<file path="src/rtl/freq_meter_sequencer_if.sv">
// Control/status bundle between the frequency meter sequencer and its
// surroundings (measurement controller on one side, datapath on the other).
interface freq_meter_sequencer_if;
    logic       start;
    logic       auto_range;
    logic [1:0] range_sel;
    logic       overflow;
    logic       underrange;
    logic       cnt_clr;
    logic       cnt_en;
    logic       latch;
    logic [1:0] range;
    logic       busy;
    logic       meas_done;
    logic       ovf_flag;

    modport master (
        output start, auto_range, range_sel, overflow, underrange,
        input  cnt_clr, cnt_en, latch, range, busy, meas_done, ovf_flag
    );

    modport slave (
        input  start, auto_range, range_sel, overflow, underrange,
        output cnt_clr, cnt_en, latch, range, busy, meas_done, ovf_flag
    );
endinterface

</file>
<file path="src/rtl/freq_meter_sequencer.sv">
// Gate-time sequencer for the frequency meter: clear/gate/latch control
// with selectable 1 s / 100 ms / 10 ms gates and overflow autoranging.
module freq_meter_sequencer #(
    parameter int TICKS_PER_MS = 1000,
    parameter int HOLD_MS      = 200,
    parameter int TW           = 24
) (
    input  logic clk,
    input  logic reset,
    freq_meter_sequencer_if.slave bus
);
    typedef enum logic [2:0] {
        S_IDLE, S_CLEAR, S_GATE, S_EVAL, S_HOLD
    } state_t;

    localparam logic [TW-1:0] G0 = TW'(1000 * TICKS_PER_MS - 1);
    localparam logic [TW-1:0] G1 = TW'(100 * TICKS_PER_MS - 1);
    localparam logic [TW-1:0] G2 = TW'(10 * TICKS_PER_MS - 1);
    localparam logic [TW-1:0] HT = TW'(HOLD_MS * TICKS_PER_MS - 1);

    state_t        r_state, w_next;
    logic [1:0]    r_wrange, w_wrange_nxt;
    logic          r_supp, w_supp_nxt;
    logic [TW-1:0] r_tick, w_tick_nxt;
    logic          w_accept;
    logic [1:0]    w_sel;

    logic          r_cnt_clr, r_cnt_en, r_latch, r_done;
    logic          r_busy, r_ovf;
    logic [1:0]    r_range;

    assign w_sel = (bus.range_sel == 2'd3) ? 2'd2 : bus.range_sel;

    always_comb begin
        w_next       = r_state;
        w_wrange_nxt = r_wrange;
        w_supp_nxt   = r_supp;
        w_tick_nxt   = r_tick;
        w_accept     = 1'b0;
        unique case (r_state)
            S_IDLE: begin
                if (bus.start) begin
                    w_next = S_CLEAR;
                    if (!bus.auto_range) w_wrange_nxt = w_sel;
                end
            end
            S_CLEAR: begin
                w_next = S_GATE;
                case (r_wrange)
                    2'd0:    w_tick_nxt = G0;
                    2'd1:    w_tick_nxt = G1;
                    default: w_tick_nxt = G2;
                endcase
            end
            S_GATE: begin
                if (r_tick == '0) w_next = S_EVAL;
                else w_tick_nxt = r_tick - 1'b1;
            end
            S_EVAL: begin
                // Suppress bit blocks the first down-range after an up-range
                if (bus.auto_range && bus.overflow && r_wrange < 2'd2) begin
                    w_wrange_nxt = r_wrange + 2'd1;
                    w_supp_nxt   = 1'b1;
                    w_next       = S_CLEAR;
                end else if (bus.auto_range && !bus.overflow &&
                             bus.underrange && r_wrange != 2'd0 &&
                             !r_supp) begin
                    w_wrange_nxt = r_wrange - 2'd1;
                    w_next       = S_CLEAR;
                end else begin
                    w_accept   = 1'b1;
                    w_supp_nxt = 1'b0;
                    w_tick_nxt = HT;
                    w_next     = S_HOLD;
                end
            end
            S_HOLD: begin
                if (r_tick != '0) begin
                    w_tick_nxt = r_tick - 1'b1;
                end else if (bus.start) begin
                    w_next = S_CLEAR;
                    if (!bus.auto_range) w_wrange_nxt = w_sel;
                end else begin
                    w_next = S_IDLE;
                end
            end
            default: w_next = S_IDLE;
        endcase
    end

    always_ff @(posedge clk or posedge reset) begin
        if (reset) begin
            r_state   <= S_IDLE;
            r_wrange  <= 2'd0;
            r_supp    <= 1'b0;
            r_tick    <= '0;
            r_cnt_clr <= 1'b0;
            r_cnt_en  <= 1'b0;
            r_latch   <= 1'b0;
            r_done    <= 1'b0;
            r_busy    <= 1'b0;
            r_ovf     <= 1'b0;
            r_range   <= 2'd0;
        end else begin
            r_state   <= w_next;
            r_wrange  <= w_wrange_nxt;
            r_supp    <= w_supp_nxt;
            r_tick    <= w_tick_nxt;
            r_cnt_clr <= (w_next == S_CLEAR);
            r_cnt_en  <= (w_next == S_GATE);
            r_latch   <= w_accept;
            r_done    <= w_accept;
            r_busy    <= (w_next != S_IDLE);
            if (w_accept) begin
                r_range <= r_wrange;
                r_ovf   <= bus.overflow;
            end
        end
    end

    assign bus.cnt_clr   = r_cnt_clr;
    assign bus.cnt_en    = r_cnt_en;
    assign bus.latch     = r_latch;
    assign bus.meas_done = r_done;
    assign bus.busy      = r_busy;
    assign bus.ovf_flag  = r_ovf;
    assign bus.range     = r_range;
endmodule

</file>
<file path="src/flat_wrapper.sv">
// flat-port wrapper written by rule: the top's interface ports become plain ports
module freq_meter_sequencer_flat 
#(
    parameter int TICKS_PER_MS = 1000,
    parameter int HOLD_MS      = 200,
    parameter int TW           = 24
)
  (clk, reset, bus_start, bus_auto_range, bus_range_sel, bus_overflow, bus_underrange, bus_cnt_clr, bus_cnt_en, bus_latch, bus_range, bus_busy, bus_meas_done, bus_ovf_flag);
  freq_meter_sequencer_if bus_i ();
  input  logic clk;
  input  logic reset;
  input wire logic [$bits(bus_i.start)-1:0] bus_start;
  input wire logic [$bits(bus_i.auto_range)-1:0] bus_auto_range;
  input wire logic [$bits(bus_i.range_sel)-1:0] bus_range_sel;
  input wire logic [$bits(bus_i.overflow)-1:0] bus_overflow;
  input wire logic [$bits(bus_i.underrange)-1:0] bus_underrange;
  output wire logic [$bits(bus_i.cnt_clr)-1:0] bus_cnt_clr;
  output wire logic [$bits(bus_i.cnt_en)-1:0] bus_cnt_en;
  output wire logic [$bits(bus_i.latch)-1:0] bus_latch;
  output wire logic [$bits(bus_i.range)-1:0] bus_range;
  output wire logic [$bits(bus_i.busy)-1:0] bus_busy;
  output wire logic [$bits(bus_i.meas_done)-1:0] bus_meas_done;
  output wire logic [$bits(bus_i.ovf_flag)-1:0] bus_ovf_flag;
  assign bus_i.start = bus_start;
  assign bus_i.auto_range = bus_auto_range;
  assign bus_i.range_sel = bus_range_sel;
  assign bus_i.overflow = bus_overflow;
  assign bus_i.underrange = bus_underrange;
  assign bus_cnt_clr = bus_i.cnt_clr;
  assign bus_cnt_en = bus_i.cnt_en;
  assign bus_latch = bus_i.latch;
  assign bus_range = bus_i.range;
  assign bus_busy = bus_i.busy;
  assign bus_meas_done = bus_i.meas_done;
  assign bus_ovf_flag = bus_i.ovf_flag;
  freq_meter_sequencer #(.TICKS_PER_MS(TICKS_PER_MS), .HOLD_MS(HOLD_MS), .TW(TW)) u_core (.clk(clk), .reset(reset), .bus(bus_i));
endmodule
</file>
<file path="config.mk">
export PLATFORM = sky130hd
export DESIGN_NAME = freq_meter_sequencer_flat
export DESIGN_NICKNAME = d
export VERILOG_FILES = /design/src/rtl/freq_meter_sequencer_if.sv /design/src/rtl/freq_meter_sequencer.sv /design/src/flat_wrapper.sv
export SDC_FILE = /design/constraint.sdc
export NUM_CORES = 1
export LEC_CHECK = 0
export ABC_AREA = 0
export CORE_MARGIN = 5
export CORE_UTILIZATION = 31
export DETAILED_ROUTE_END_ITERATION = 6
export PLACE_DENSITY = 0.57
export SLEW_MARGIN = 10
export SYNTH_ARGS = -nofsm -noshare
export SYNTH_HDL_FRONTEND = slang
export SYNTH_SLANG_ARGS = --single-unit
</file>
<file path="constraint.sdc">
create_clock -name clk -period 7.4 [get_ports clk]
set_input_delay 1.48 -clock clk [delete_from_list [all_inputs] [get_ports clk]]
set_output_delay 1.48 -clock clk [all_outputs]
set_load 0.005 [all_outputs]
</file>
==> metrics.md <==
| Metric | Value |
|---|---|
| Post-synthesis cell count | `249` |
| Die area | `9140 um2` |
| Clk_lat worst skew | `290 ps` |
| Fin Setup TNS | `0 ps` |
| Sequential share of the synthesized area | `40.8%` |
| Initial Util | `31.6%` |
| First-pass GRT wire length | `9990 um` |
| Synth area leaders | `dfrtp_1, nand2_1, o31ai_1` |
| Clk pin slew, worst setup/hold paths | `70 ps` |
| Pwr Density | `430 nW/um2` |
| Largest net degree at the start of global routing | `38` |
| Pint | `0.599 mW` |
| Arr. time, crit path | `3560 ps` |
| Final Max Slew Viols | `0` |
| Share of cells above drive strength 1 | `8.08%` |
| Sw Share | `46.2%` |
| CTS Sinks | `37` |
| Req. time, crit path | `7580 ps` |
| Worst flop-to-flop path startpoint | `u_core.r_tick[10]$_DFFE_PP0P_` |
| Slew at the pin closest to its max-slew limit | `871 ps` |
| Maxcap violations | `0` |
| Top-count cell post-synth | `dfrtp_1` |
| Simple-gate portion of the synthesized area | `26.1%` |
| Post-Synth XOR/XNOR Area | `1.54%` |
| Critical path fanouts, max | `15` |
| R2R Setup Slk | `4440 ps` |
| Slew margin rel. | `41.4%` |
| Synth cell types | `57` |
| Die Span Y | `95.6 um` |
| Via Count | `2,042` |
| Share of flip-flops with an asynchronous set or reset | `100%` |
| P_leak | `1.01 nW` |
| Synth warnings | `0` |
| Synth Flop Type | `dfrtp_1` |
| Cells on Worst Hold Path | `2` |
| Final Routed Wirelength | `5980 um` |
| Worst vdd ir | `167 uV` |
| Sequential share of power | `32.8%` |
| Syn Area/Cell | `9.12 um2` |
| FMAX | `296 MHz` |
| Comb pwr share | `54.3%` |
| Reg2Reg Depth | `5` |
| GR Util All Layers | `14.1%` |
| CTS tree | `done` |
| CORE AREA | `7180 um2` |
| Std-Cell Rows | `31` |
| Hold Path Class | `reg2reg` |
| Non-filler cells, final | `359` |
| Hold path endpoint | `u_core.bus.range[0]$_DFFE_PP0N_` |
| CP startpoint kind | `input port` |
| Total CTS buffers | `5` |
| Number of synthesized flops with an enable pin | `0` |
| Syn nets | `262` |
| Top cell type's share of synthesized area | `40.8%` |
| Layout net count | `273` |
| # setup viols final | `0` |
| Worst setup path class | `in2reg` |
| DRC violation count after routing | `0` |
| Compound-Gate Fraction of Synth Area | `22.6%` |
| Main combinational cell family by area after synthesis | `simple AND/OR/NAND/NOR gates` |
| Post-synth top cells | `dfrtp_1, nand2_1, nor2_1` |
| Final period util | `45.7%` |
| Post-synthesis register bit count | `37` |
| Post-Syn Area | `2270 um2` |
| First-pass DRT Iterations | `5` |
| Global route overflow | `0` |
| Register area | `926 um2` |
| Clk pwr share | `12.9%` |
| Clock buffer depth | `2` |
| Initial antenna violation count | `0` |
| Inst Count DP | `352` |
| Clk Tree Root Cell | `clkbuf_8` |
| Vias in the first global route | `1,932` |
| Ant diodes | `0` |
| Synth Area in Adders | `2.75%` |
| DR iter-0 viols | `159` |
| Via-to-Cell Ratio | `5.69` |
| Area of the multi-input gates | `1260 um2` |
| Post-cts gate resize count | `0` |
| Worst Setup End Kind | `flip-flop` |
| Endpoints failing hold | `0` |
| Die X | `95.6 um` |
| I/O Buffers | `15` |
| Clock skew | `7.66 ps` |
| RR Endpoint | `u_core.r_tick[2]$_DFFE_PP0P_` |
| I/O pins | `16` |
| Worst min-delay path startpoint | `u_core.bus.range[0]$_DFFE_PP0N_` |
| Post-CTS Setup Bufs | `0` |
| Result of the run | `finished, final reports clean` |
| Post-route ant nets | `0` |
| Detailed placement HPWL | `4220 um` |
| Hold-fix buffers, CTS | `0` |
| RSZ-0062 raised after global routing | `no` |
| Gpl congestion | `0.859` |
| Post-synth top area cell | `dfrtp_1` |
| NetSw | `0.515 mW` |
| Area added between synthesis and finish | `14.2%` |
| Post-route minimum period | `3380 ps` |
| Average wire per standard cell | `16.7 um` |
| Number of fill cells in the layout | `732` |
| Mux cell area share after synthesis | `2.48%` |
| H-tree lvl count | `2` |
[through the flow]
step	power, mW	hold WS [ps]	setup slack (ps)	util [%]	area, um2
6_report	1.11	490	4020	36.1	2590
5_1_grt	1.21	515	3890	36.1	2590
4_1_cts	1.11	497	4030	36.1	2590
3_3_place_gp	0.959	465	3810	34.9	2510
2_1_floorplan	0.788	451	4360	-	2270
3_5_place_dp	0.966	480	3730	34.9	2510
[logic make-up after synthesis]
group,Yosys count
compound gates,71
xor+xnor,4
fa+ha+maj,5
buf+inv,21
flops,37
mux,5
simple gates,106
[layout make-up]
class                           instances  area share (%)
Multi-Input combinational cell        191            48.5
Sequential cell                        37            35.7
Timing Repair Buffer                   18            6.66
Tap cell                               99            4.78
Clock buffer                            7            3.33
Inverter                                7            1.01
[cell usage in the layout, fill, tap and decap left out, types with 3 or more instances in the layout]
cell type	count
nor4_1	5
a2bb2oi_1	3
ha_1	5
a21oi_1	7
or2_2	4
a22o_1	4
inv_1	7
or3_1	4
buf_4	3
a31oi_1	7
nor3_1	5
nand4_1	5
clkdlybuf4s50_1	15
nor2_1	17
nand2b_1	5
or4_1	9
o211ai_1	4
o21ai_0	11
nor2b_1	5
o31ai_1	12
nand2_1	24
mux2i_1	3
nand3_1	9
dfrtp_1	37
clkbuf_8	6
a32o_1	4
[flip-flops by register name (all words and copies together) (netlist names)]
| register | cells |
|---|---|
| u_core.bus.range | 2 |
| u_core.bus.busy | 1 |
| u_core.bus.latch | 1 |
| u_core.r_supp | 1 |
| u_core.r_tick | 24 |
| u_core.bus.ovf_flag | 1 |
| u_core.bus.cnt_en | 1 |
| u_core.r_state | 3 |
| u_core.bus.cnt_clr | 1 |
| u_core.r_wrange | 2 |
[worst max path at each step]
stage / startpoint / endpoint / slack, ps / cells past startpoint
final: bus_overflow / u_core.r_tick[11]$_DFFE_PP0P_ / 4020 / 6
after global routing: bus_overflow / u_core.r_tick[13]$_DFFE_PP0P_ / 3890 / 6
after CTS: bus_overflow / u_core.r_tick[13]$_DFFE_PP0P_ / 4030 / 6
after detailed placement: bus_overflow / u_core.r_tick[19]$_DFFE_PP0P_ / 3730 / 6
after global placement: bus_overflow / u_core.r_tick[13]$_DFFE_PP0P_ / 3810 / 6
after floorplan: bus_overflow / u_core.r_tick[4]$_DFFE_PP0P_ / 4360 / 6
[metal layers]
metal / up-vias / global-route usage [%] / wire length, um
li1: 974 / - / -
met1: 995 / 19.1 / 2760
met2: 60 / 23.1 / 2860
met3: 13 / 2.53 / 282
met4: 0 / 4.15 / 85
met5: - / 0 / 0
[power by group through the flow]
| stage | Sequential [mW] | Clock (mW) | Combinational, mW |
|---|---|---|---|
| finish | 0.366 | 0.144 | 0.605 |
| global route | 0.376 | 0.156 | 0.673 |
| CTS | 0.363 | 0.148 | 0.602 |
| detailed placement | 0.367 | 0 | 0.599 |
| global placement | 0.367 | 0 | 0.593 |
| floorplan | 0.335 | 0 | 0.453 |
[critical path, stage by stage]
cell,delay [ps]
clkdlybuf4s50_1,450
nor4b_1,520
o21a_1,260
a31o_2,410
nor2_2,190
a32o_1,250
No activity file was read; power rests on OpenSTA's default activity.
